## src/rtl/dram_access_pkg.sv

```systemverilog
`default_nettype none
// ============================================================================
// Module   : dram_access_pkg
// Purpose  : Shared definitions for the MEM/WB data-SRAM access unit:
//            load/store encodings, the issue FSM state type and the datapath
//            width.
// Ports    : none (package)
// Revision : 1.0  initial release
// ============================================================================
package dram_access_pkg;

  localparam int DATA_W = 32;

  // load_store_mem encodings; bit 2 marks a store, bits [1:0] the size
  localparam logic [2:0] LS_NONE = 3'b000;
  localparam logic [2:0] LS_B    = 3'b001;
  localparam logic [2:0] LS_H    = 3'b010;
  localparam logic [2:0] LS_W    = 3'b011;
  localparam logic [2:0] LS_SB   = 3'b101;
  localparam logic [2:0] LS_SH   = 3'b110;
  localparam logic [2:0] LS_SW   = 3'b111;

  // size field values (load_store_mem[1:0])
  localparam logic [1:0] SZ_B = 2'b01;
  localparam logic [1:0] SZ_H = 2'b10;
  localparam logic [1:0] SZ_W = 2'b11;

  // IDLE: free to issue; DONE: access already issued for a stalled instruction
  typedef enum logic [0:0] {
    IDLE = 1'b0,
    DONE = 1'b1
  } state_t;

endpackage : dram_access_pkg
`default_nettype wire

```

## src/rtl/dram_access_if.sv

```systemverilog
`default_nettype none
// ============================================================================
// Module   : dram_access_if
// Purpose  : Bundle of MEM-stage request, data-SRAM and WB-result signals
//            around dram_access.
// Modports : slave  - the dram_access unit
//            master - pipeline/SRAM environment driving it
// Options  : DRAM_ALIGN_CHECK_EN adds adel_mem / ades_mem
// Revision : 1.0  initial release
// ============================================================================
interface dram_access_if;
  import dram_access_pkg::*;

  // MEM-stage request
  logic              mem_valid;
  logic              stall_mem;
  logic              stall_wb;
  logic [2:0]        load_store_mem;
  logic              load_unsigned_mem;
  logic [DATA_W-1:0] addr_mem;
  logic [DATA_W-1:0] store_data_mem;
  logic [3:0]        mode_mem;
  logic              addr_illegal_mem;
  // data SRAM
  logic              data_sram_en;
  logic [3:0]        data_sram_wen;
  logic [DATA_W-1:0] data_sram_addr;
  logic [DATA_W-1:0] data_sram_wdata;
  logic [DATA_W-1:0] data_sram_rdata;
  // WB result
  logic [DATA_W-1:0] load_data_wb;
  logic              load_valid_wb;
`ifdef DRAM_ALIGN_CHECK_EN
  logic              adel_mem;
  logic              ades_mem;

  modport slave (
    input  mem_valid, stall_mem, stall_wb, load_store_mem, load_unsigned_mem,
           addr_mem, store_data_mem, mode_mem, addr_illegal_mem, data_sram_rdata,
    output data_sram_en, data_sram_wen, data_sram_addr, data_sram_wdata,
           load_data_wb, load_valid_wb, adel_mem, ades_mem
  );

  modport master (
    output mem_valid, stall_mem, stall_wb, load_store_mem, load_unsigned_mem,
           addr_mem, store_data_mem, mode_mem, addr_illegal_mem, data_sram_rdata,
    input  data_sram_en, data_sram_wen, data_sram_addr, data_sram_wdata,
           load_data_wb, load_valid_wb, adel_mem, ades_mem
  );
`else
  modport slave (
    input  mem_valid, stall_mem, stall_wb, load_store_mem, load_unsigned_mem,
           addr_mem, store_data_mem, mode_mem, addr_illegal_mem, data_sram_rdata,
    output data_sram_en, data_sram_wen, data_sram_addr, data_sram_wdata,
           load_data_wb, load_valid_wb
  );

  modport master (
    output mem_valid, stall_mem, stall_wb, load_store_mem, load_unsigned_mem,
           addr_mem, store_data_mem, mode_mem, addr_illegal_mem, data_sram_rdata,
    input  data_sram_en, data_sram_wen, data_sram_addr, data_sram_wdata,
           load_data_wb, load_valid_wb
  );
`endif

endinterface : dram_access_if
`default_nettype wire

```

## src/rtl/dram_access_load_extend.sv

```systemverilog
`default_nettype none
// ============================================================================
// Module   : load_extend
// Purpose  : Selects the addressed byte/half/word out of an SRAM read word
//            and sign- or zero-extends it to the full width.
// Ports    : i_off      byte offset within the word
//            i_size     01 byte, 10 half, 11 word
//            i_unsigned 1 = zero-extend
//            i_word     raw SRAM read word
//            o_data     extended load value
// Revision : 1.0  initial release
// ============================================================================
module load_extend
  import dram_access_pkg::*;
(
  input  wire logic [1:0]        i_off,
  input  wire logic [1:0]        i_size,
  input  wire logic              i_unsigned,
  input  wire logic [DATA_W-1:0] i_word,
  output logic      [DATA_W-1:0] o_data
);

  logic [7:0]  w_byte;
  logic [15:0] w_half;

  always_comb begin
    w_byte = i_word[7:0];
    case (i_off)
      2'd0:    w_byte = i_word[7:0];
      2'd1:    w_byte = i_word[15:8];
      2'd2:    w_byte = i_word[23:16];
      default: w_byte = i_word[31:24];
    endcase

    w_half = i_off[1] ? i_word[31:16] : i_word[15:0];

    case (i_size)
      SZ_B:    o_data = i_unsigned ? {24'd0, w_byte} : {{24{w_byte[7]}}, w_byte};
      SZ_H:    o_data = i_unsigned ? {16'd0, w_half} : {{16{w_half[15]}}, w_half};
      default: o_data = i_word;
    endcase
  end

endmodule : load_extend
`default_nettype wire

```

## src/rtl/dram_access.sv

```systemverilog
`default_nettype none
// ============================================================================
// Module   : dram_access
// Purpose  : MEM/WB data-SRAM access unit. Issues one SRAM request in the
//            first MEM cycle of each memory instruction, replicates store
//            data, captures the 1-cycle read response and presents the
//            extended load result to WB, held stable across WB stalls.
// Ports    : clk, rst      clock, synchronous active-high reset
//            bus (slave)   MEM request, data SRAM, WB result signals
// Params   : DATA_W        data/address width (32)
//            SRAM_LAT      SRAM read latency, only 1 is accepted
// Options  : DRAM_ALIGN_CHECK_EN  adds misalignment suppression and the
//                                 adel_mem / ades_mem outputs
// Revision : 1.0  initial release
// ============================================================================
module dram_access
  import dram_access_pkg::*;
#(
  parameter int DATA_W   = 32,
  parameter int SRAM_LAT = 1
)(
  input  wire logic   clk,
  input  wire logic   rst,
  dram_access_if.slave bus
);

  // The response pipeline assumes the read word arrives exactly one cycle
  // after the request.
  generate
    if (SRAM_LAT != 1) begin : g_bad_lat
      $error("dram_access: SRAM_LAT must be 1");
    end
  endgenerate

  state_t            r_state;
  logic [1:0]        r_resp_off;
  logic [1:0]        r_resp_size;
  logic              r_resp_unsigned;
  logic              r_resp_pending;
  logic [DATA_W-1:0] r_hold;
  logic              r_hold_valid;
  logic              r_wb_load;

  logic              w_is_ls;
  logic              w_is_store;
  logic              w_is_load;
  logic [1:0]        w_size;
  logic              w_suppress;
  logic              w_acc;
  logic [DATA_W-1:0] w_wdata;
  logic [DATA_W-1:0] w_ext;

  assign w_is_ls    = (bus.load_store_mem != LS_NONE);
  assign w_is_store = bus.load_store_mem[2];
  assign w_is_load  = w_is_ls & ~w_is_store;
  assign w_size     = bus.load_store_mem[1:0];

`ifdef DRAM_ALIGN_CHECK_EN
  logic w_misalign;
  assign w_misalign = ((w_size == SZ_H) & bus.addr_mem[0]) |
                      ((w_size == SZ_W) & (bus.addr_mem[1:0] != 2'b00));
  assign w_suppress = bus.addr_illegal_mem | w_misalign;
  assign bus.adel_mem = ~rst & bus.mem_valid & w_is_load  & w_misalign;
  assign bus.ades_mem = ~rst & bus.mem_valid & w_is_store & w_misalign;
`else
  assign w_suppress = bus.addr_illegal_mem;
`endif

  // DONE blocks re-issue while the same instruction sits stalled in MEM.
  assign w_acc = ~rst & bus.mem_valid & w_is_ls & ~w_suppress & (r_state != DONE);

  always_comb begin
    w_wdata = '0;
    case (bus.load_store_mem)
      LS_SB:   w_wdata = {4{bus.store_data_mem[7:0]}};
      LS_SH:   w_wdata = {2{bus.store_data_mem[15:0]}};
      LS_SW:   w_wdata = bus.store_data_mem;
      default: w_wdata = '0;
    endcase
  end

  assign bus.data_sram_en    = w_acc;
  assign bus.data_sram_wen   = (w_acc & w_is_store) ? bus.mode_mem : 4'b0000;
  assign bus.data_sram_addr  = w_acc ? {bus.addr_mem[DATA_W-1:2], 2'b00} : '0;
  assign bus.data_sram_wdata = (w_acc & w_is_store) ? w_wdata : '0;

  // Single extractor: its output is both the live WB value in the response
  // cycle and the value captured into the hold register.
  load_extend u_load_extend (
    .i_off      (r_resp_off),
    .i_size     (r_resp_size),
    .i_unsigned (r_resp_unsigned),
    .i_word     (bus.data_sram_rdata),
    .o_data     (w_ext)
  );

  always_ff @(posedge clk) begin
    if (rst) begin
      r_state         <= IDLE;
      r_resp_off      <= 2'b00;
      r_resp_size     <= 2'b00;
      r_resp_unsigned <= 1'b0;
      r_resp_pending  <= 1'b0;
      r_hold          <= '0;
      r_hold_valid    <= 1'b0;
      r_wb_load       <= 1'b0;
    end else begin
      case (r_state)
        IDLE:    if (w_acc & bus.stall_mem) r_state <= DONE;
        DONE:    if (~bus.stall_mem)        r_state <= IDLE;
        default:                            r_state <= IDLE;
      endcase

      r_resp_pending <= w_acc & ~w_is_store;
      if (w_acc & ~w_is_store) begin
        r_resp_off      <= bus.addr_mem[1:0];
        r_resp_size     <= w_size;
        r_resp_unsigned <= bus.load_unsigned_mem;
      end

      // Keep the response only if its load is not leaving WB this cycle;
      // otherwise the live path already delivered it.
      if (r_resp_pending) begin
        r_hold       <= w_ext;
        r_hold_valid <= ~(r_wb_load & ~bus.stall_wb);
      end else if (r_wb_load & ~bus.stall_wb) begin
        r_hold_valid <= 1'b0;
      end

      // A load enters WB when it leaves MEM unsuppressed.
      if (~bus.stall_wb) begin
        r_wb_load <= bus.mem_valid & ~bus.stall_mem & w_is_load & ~w_suppress;
      end
    end
  end

  assign bus.load_valid_wb = r_wb_load;
  assign bus.load_data_wb  = r_wb_load ? (r_hold_valid ? r_hold : w_ext) : '0;

endmodule : dram_access
`default_nettype wire

```

## src/flat_wrapper.sv

```systemverilog
// flat-port wrapper written by rule: the top's interface ports become plain ports
module dram_access_flat import dram_access_pkg::*;
#(
  parameter int DATA_W   = 32,
  parameter int SRAM_LAT = 1
)
  (clk, rst, bus_mem_valid, bus_stall_mem, bus_stall_wb, bus_load_store_mem, bus_load_unsigned_mem, bus_addr_mem, bus_store_data_mem, bus_mode_mem, bus_addr_illegal_mem, bus_data_sram_rdata, bus_data_sram_en, bus_data_sram_wen, bus_data_sram_addr, bus_data_sram_wdata, bus_load_data_wb, bus_load_valid_wb);
  dram_access_if bus_i ();
  input  wire logic clk;
  input  wire logic rst;
  input wire logic [$bits(bus_i.mem_valid)-1:0] bus_mem_valid;
  input wire logic [$bits(bus_i.stall_mem)-1:0] bus_stall_mem;
  input wire logic [$bits(bus_i.stall_wb)-1:0] bus_stall_wb;
  input wire logic [$bits(bus_i.load_store_mem)-1:0] bus_load_store_mem;
  input wire logic [$bits(bus_i.load_unsigned_mem)-1:0] bus_load_unsigned_mem;
  input wire logic [$bits(bus_i.addr_mem)-1:0] bus_addr_mem;
  input wire logic [$bits(bus_i.store_data_mem)-1:0] bus_store_data_mem;
  input wire logic [$bits(bus_i.mode_mem)-1:0] bus_mode_mem;
  input wire logic [$bits(bus_i.addr_illegal_mem)-1:0] bus_addr_illegal_mem;
  input wire logic [$bits(bus_i.data_sram_rdata)-1:0] bus_data_sram_rdata;
  output wire logic [$bits(bus_i.data_sram_en)-1:0] bus_data_sram_en;
  output wire logic [$bits(bus_i.data_sram_wen)-1:0] bus_data_sram_wen;
  output wire logic [$bits(bus_i.data_sram_addr)-1:0] bus_data_sram_addr;
  output wire logic [$bits(bus_i.data_sram_wdata)-1:0] bus_data_sram_wdata;
  output wire logic [$bits(bus_i.load_data_wb)-1:0] bus_load_data_wb;
  output wire logic [$bits(bus_i.load_valid_wb)-1:0] bus_load_valid_wb;
  assign bus_i.mem_valid = bus_mem_valid;
  assign bus_i.stall_mem = bus_stall_mem;
  assign bus_i.stall_wb = bus_stall_wb;
  assign bus_i.load_store_mem = bus_load_store_mem;
  assign bus_i.load_unsigned_mem = bus_load_unsigned_mem;
  assign bus_i.addr_mem = bus_addr_mem;
  assign bus_i.store_data_mem = bus_store_data_mem;
  assign bus_i.mode_mem = bus_mode_mem;
  assign bus_i.addr_illegal_mem = bus_addr_illegal_mem;
  assign bus_i.data_sram_rdata = bus_data_sram_rdata;
  assign bus_data_sram_en = bus_i.data_sram_en;
  assign bus_data_sram_wen = bus_i.data_sram_wen;
  assign bus_data_sram_addr = bus_i.data_sram_addr;
  assign bus_data_sram_wdata = bus_i.data_sram_wdata;
  assign bus_load_data_wb = bus_i.load_data_wb;
  assign bus_load_valid_wb = bus_i.load_valid_wb;
  dram_access #(.DATA_W(DATA_W), .SRAM_LAT(SRAM_LAT)) u_core (.clk(clk), .rst(rst), .bus(bus_i));
endmodule
```

## config.mk

```make
export PLATFORM = sky130hd
export DESIGN_NAME = dram_access_flat
export DESIGN_NICKNAME = d
export VERILOG_FILES = /design/src/rtl/dram_access_pkg.sv /design/src/rtl/dram_access_if.sv /design/src/rtl/dram_access_load_extend.sv /design/src/rtl/dram_access.sv /design/src/flat_wrapper.sv
export SDC_FILE = /design/constraint.sdc
export NUM_CORES = 1
export LEC_CHECK = 0
export BUFFER_PORTS_ARGS = -buffer_cell sky130_fd_sc_hd__buf_2
export CORE_ASPECT_RATIO = 2
export CORE_MARGIN = 8
export CORE_UTILIZATION = 30
export CTS_CLUSTER_DIAMETER = 120
export DETAILED_ROUTE_END_ITERATION = 10
export HOLD_SLACK_MARGIN = 0.1
export SKIP_LAST_GASP = 1
export SLEW_MARGIN = 20
export SYNTH_ARGS = -nofsm -noshare
export SYNTH_HDL_FRONTEND = slang
export SYNTH_SLANG_ARGS = --single-unit
```

## constraint.sdc

```tcl
create_clock -name clk -period 2.15 [get_ports clk]
set_clock_uncertainty 0.1 [all_clocks]
set_input_delay 0.3225 -clock clk [delete_from_list [all_inputs] [get_ports clk]]
set_output_delay 0.3225 -clock clk [all_outputs]
set_load 0.02 [all_outputs]
```

==> results by group <==
STA
  • Worst hold margin: 131 ps
  • Final setup viols: 31
  • RSZ-0062 raised after global routing: yes
  • Post-route setup TNS: -3950 ps
  • Max-slew headroom: 66.5%
  • Final Hold Viols: 0
  • Final slew viol count: 0
  • Period minus WS final: 2330 ps
  • Worst-Margin Slew: 502 ps
  • Fmax: 429 MHz
  • Final worst path period share: 108%
  • Worst setup margin: -180 ps

Yosys
  • Async SR Flop Fraction: 0%
  • Post-synthesis compound-gate area fraction: 31.4%
  • Post-synth cell types: 44
  • Mapped Avg Cell Area: 7.05 um2
  • Top-count cell post-synth: nand2_1
  • Yosys warns: 0
  • Post-synth top area share: 23.2%
  • Synth cell count leaders: nand2_1, a21oi_1, dfxtp_1
  • Synth Area in Adders: 0.707%
  • XOR/XNOR share of the synthesized area: 0%
  • Post-synth EDFFs: 0
  • Register area share after synthesis: 23.2%
  • Multiplexer share of the synthesized area: 9.09%
  • Post-Syn Instances: 502
  • Main combinational cell family by area after synthesis: compound AO/OA/AOI/OAI gates
  • Yosys top cell by area: dfxtp_1
  • Area contributors post-synth: dfxtp_1, a21oi_1, nand2_1
  • Dominant synthesized flop cell: dfxtp_1
  • Post-Synth Simple-Gate Area: 28.9%
  • Post-Synthesis Cell Area: 3540 um2
  • Synthesized flop and latch total: 41

Route
  • DR DRC count: 0
  • Vias: 4842
  • Avg Vias per Cell: 5.50
  • Antenna-violating nets left: 0
  • DRT Pass-1 Iters: 4
  • Initial DRC Count: 346
  • Final wirelength: 17.6 mm
  • Mean routed wirelength per cell: 20.0 um

GRT
  • Initial antenna violation count: 0
  • Vias in the first global route: 4838
  • First-pass GRT wire length: 26.4 mm
  • Total gr overflow: 0
  • Largest net degree at the start of global routing: 41
  • Global Route Usage Sum: 21.1%

Setup path
  • Startpoint types: register
  • FF-to-FF Start: u_core.r_resp_size[0]
  • CP cell instances: inv_2 -> ha_4 -> or2_4 -> buf_12 -> nand3_1 -> o211ai_1 -> a21oi_2 -> buf_6
  • Worst path slowest cell: dfxtp_2
  • CP Capture Type: output port
  • CP Max Fanout: 8
  • Reg2reg end: u_core.r_hold[18]
  • Reg2reg setup slack: 150 ps
  • Slowest Stage Delay on Critical Path: 340 ps
  • CP arrival: 1910 ps
  • Cell family with most CP delay: simple AND/OR/NAND/NOR gates
  • FF-to-FF path depth: 9
  • Buf/Inv on CP: 3
  • CP Class: register to output port
  • Required time of the critical path: 1730 ps

Outcome
  • Violated checks: negative setup slack
  • Status: complete, but fails checks

CTS
  • Hold Buf Count CTS: 0
  • CTS tree: built
  • Root buf cell: clkbuf_16
  • H-tree Lvls: 2
  • Clock slew at reported path FFs: 60 ps
  • Bufs on Longest Clock Path: 2
  • CTS buffer count: 5
  • Sink Count: 41
  • Skew-Pair Late Insertion Delay: 290 ps

Run
  • Max cap viols: 0

Hold path
  • Hold path startpoint: bus_addr_mem[1]
  • Hold Path Class: input pin to register
  • Hold Path End: u_core.r_resp_off[1]
  • Hold path depth: 3

Placed design
  • HPWL Detailed: 13.3 mm
  • Dpl cells: 857
  • IO Port Bufs: 209
  • GPL Wtd Cong: 0.966

Floorplan
  • Die ar.: 15700 um2
  • Core area: 11600 um2
  • Die extent in x: 92.8 um
  • Io pins: 212
  • Die H: 170 um
  • Row count: 56
  • Initial Utilization: 30.4%

Layout
  • Ratio of cells with drive above 1 in the final layout: 50.9%
  • Net count, final: 846
  • Post-Layout Cell Count: 880
  • Synthesis-to-layout area growth: 64.0%
  • Area taken by flip-flops and latches: 831 um2
  • Multi-input logic area: 2800 um2
  • Filler Cell Count: 1135
  • Ant. Diodes: 0

Pwr
  • P_int: 1.53 mW
  • Seq pwr share: 34.7%
  • Combinational fraction of design power: 32.0%
  • VDD IR max: 0.541 mV
  • Net Sw Frac: 32.8%
  • Design Power: 2.28 mW
  • Clk pwr share: 33.3%
  • Total net switching power: 0.746 mW
  • Leakage Power: 2.62 nW
  • Power per cell area: 392 nW/um2
[final cells by class]
| cell class | count | area share (%) |
|---|---|---|
| inverter | 8 | 0.517 |
| sequential | 41 | 14.3 |
| timing repair buffer | 270 | 31.3 |
| clock buffer | 6 | 2.22 |
| tap | 145 | 3.13 |
| clock inverter | 2 | 0.172 |
| multi-input combinational | 408 | 48.3 |
[routing by layer]
metal	track usage, %	up-vias	routed length, um
li1	-	2263	-
met1	20.1	2276	5740
met2	39.1	241	9570
met3	4.03	62	1300
met4	14.8	0	1020
met5	0	-	0
[logic make-up (layout without fill, tap and decap cells)]
logic type / count (synthesis) / after routing
DFF: 41 / 41
buffers and inverters: 54 / 286
and+or+nand+nor: 201 / 201
adders and majority gates: 2 / 2
muxes: 29 / 29
AOI/OAI and AO/OA: 174 / 174
other: 1 / 2
[worst max path at each step]
stage | startpoint | slack, ps | to | cells past startpoint
CTS | u_core.r_resp_size[0] | -170 | bus_load_data_wb[31] | 9
floorplan | u_core.r_resp_size[0] | -9 | bus_load_data_wb[27] | 8
global route | u_core.r_resp_size[0] | -230 | bus_load_data_wb[21] | 8
detailed placement | u_core.r_resp_size[0] | -60 | bus_load_data_wb[13] | 8
global placement | u_core.r_resp_size[0] | -6 | bus_load_data_wb[3] | 7
finish | u_core.r_resp_size[0] | -180 | bus_load_data_wb[21] | 8
[flip-flops by register name, summed over array words and instances, names as in the netlist]
signal / count
u_core.r_hold: 32
u_core.r_resp_off: 2
u_core.r_resp_unsigned: 1
u_core.r_resp_size: 2
u_core.bus.load_valid_wb: 1
u_core.r_hold_valid: 1
u_core.r_state: 1
u_core.r_resp_pending: 1
[repair_timing]
| item | 4_1_cts | 5_1_grt |
|---|---|---|
| pin swaps | 20 | 15 |
| gates resized for setup | 89 | 39 |
| setup endpoints to repair | 32 | 36 |
| setup buffers | 9 | 4 |
| cloned | 4 | 0 |
[worst min-delay path: stages]
cell,delay (ps)
buf_2,80
nand2_1,40
o31ai_1,50
[through the flow]
step,worst slack (ps),instance area (um2),utilization [%]
floorplan,-8.52,3600,-
global placement,-6.47,5060,43.5
detailed placement,-62.5,5060,43.5
CTS,-173,5680,48.8
global route,-227,5800,49.9
finish,-180,5800,49.9
[power by group through the flow]
stage / Combinational [mW] / Sequential (mW) / Clock [mW]
2_1_floorplan: 0.334 / 0.804 / 0
3_3_place_gp: 0.608 / 0.806 / 0
3_5_place_dp: 0.623 / 0.807 / 0
4_1_cts: 0.704 / 0.790 / 0.764
5_1_grt: 0.782 / 0.792 / 0.788
6_report: 0.729 / 0.790 / 0.759
[layout by cell type (no fill, tap or decap), drive strengths merged, types with 2 or more instances in the layout]
cell type,count
buf,270
nand2,89
a21oi,72
dfxtp,41
and2,38
a211oi,26
mux2,25
nor2,25
o21ai,21
nand3,21
o211ai,16
a31oi,15
nor2b,11
a22oi,7
a311oi,7
inv,7
clkbuf,6
nor3b,5
and3,4
mux2i,4
o31ai,3
clkinv,3
nand2b,2
ha,2
conb,2
No activity file was read; power rests on OpenSTA's default activity.
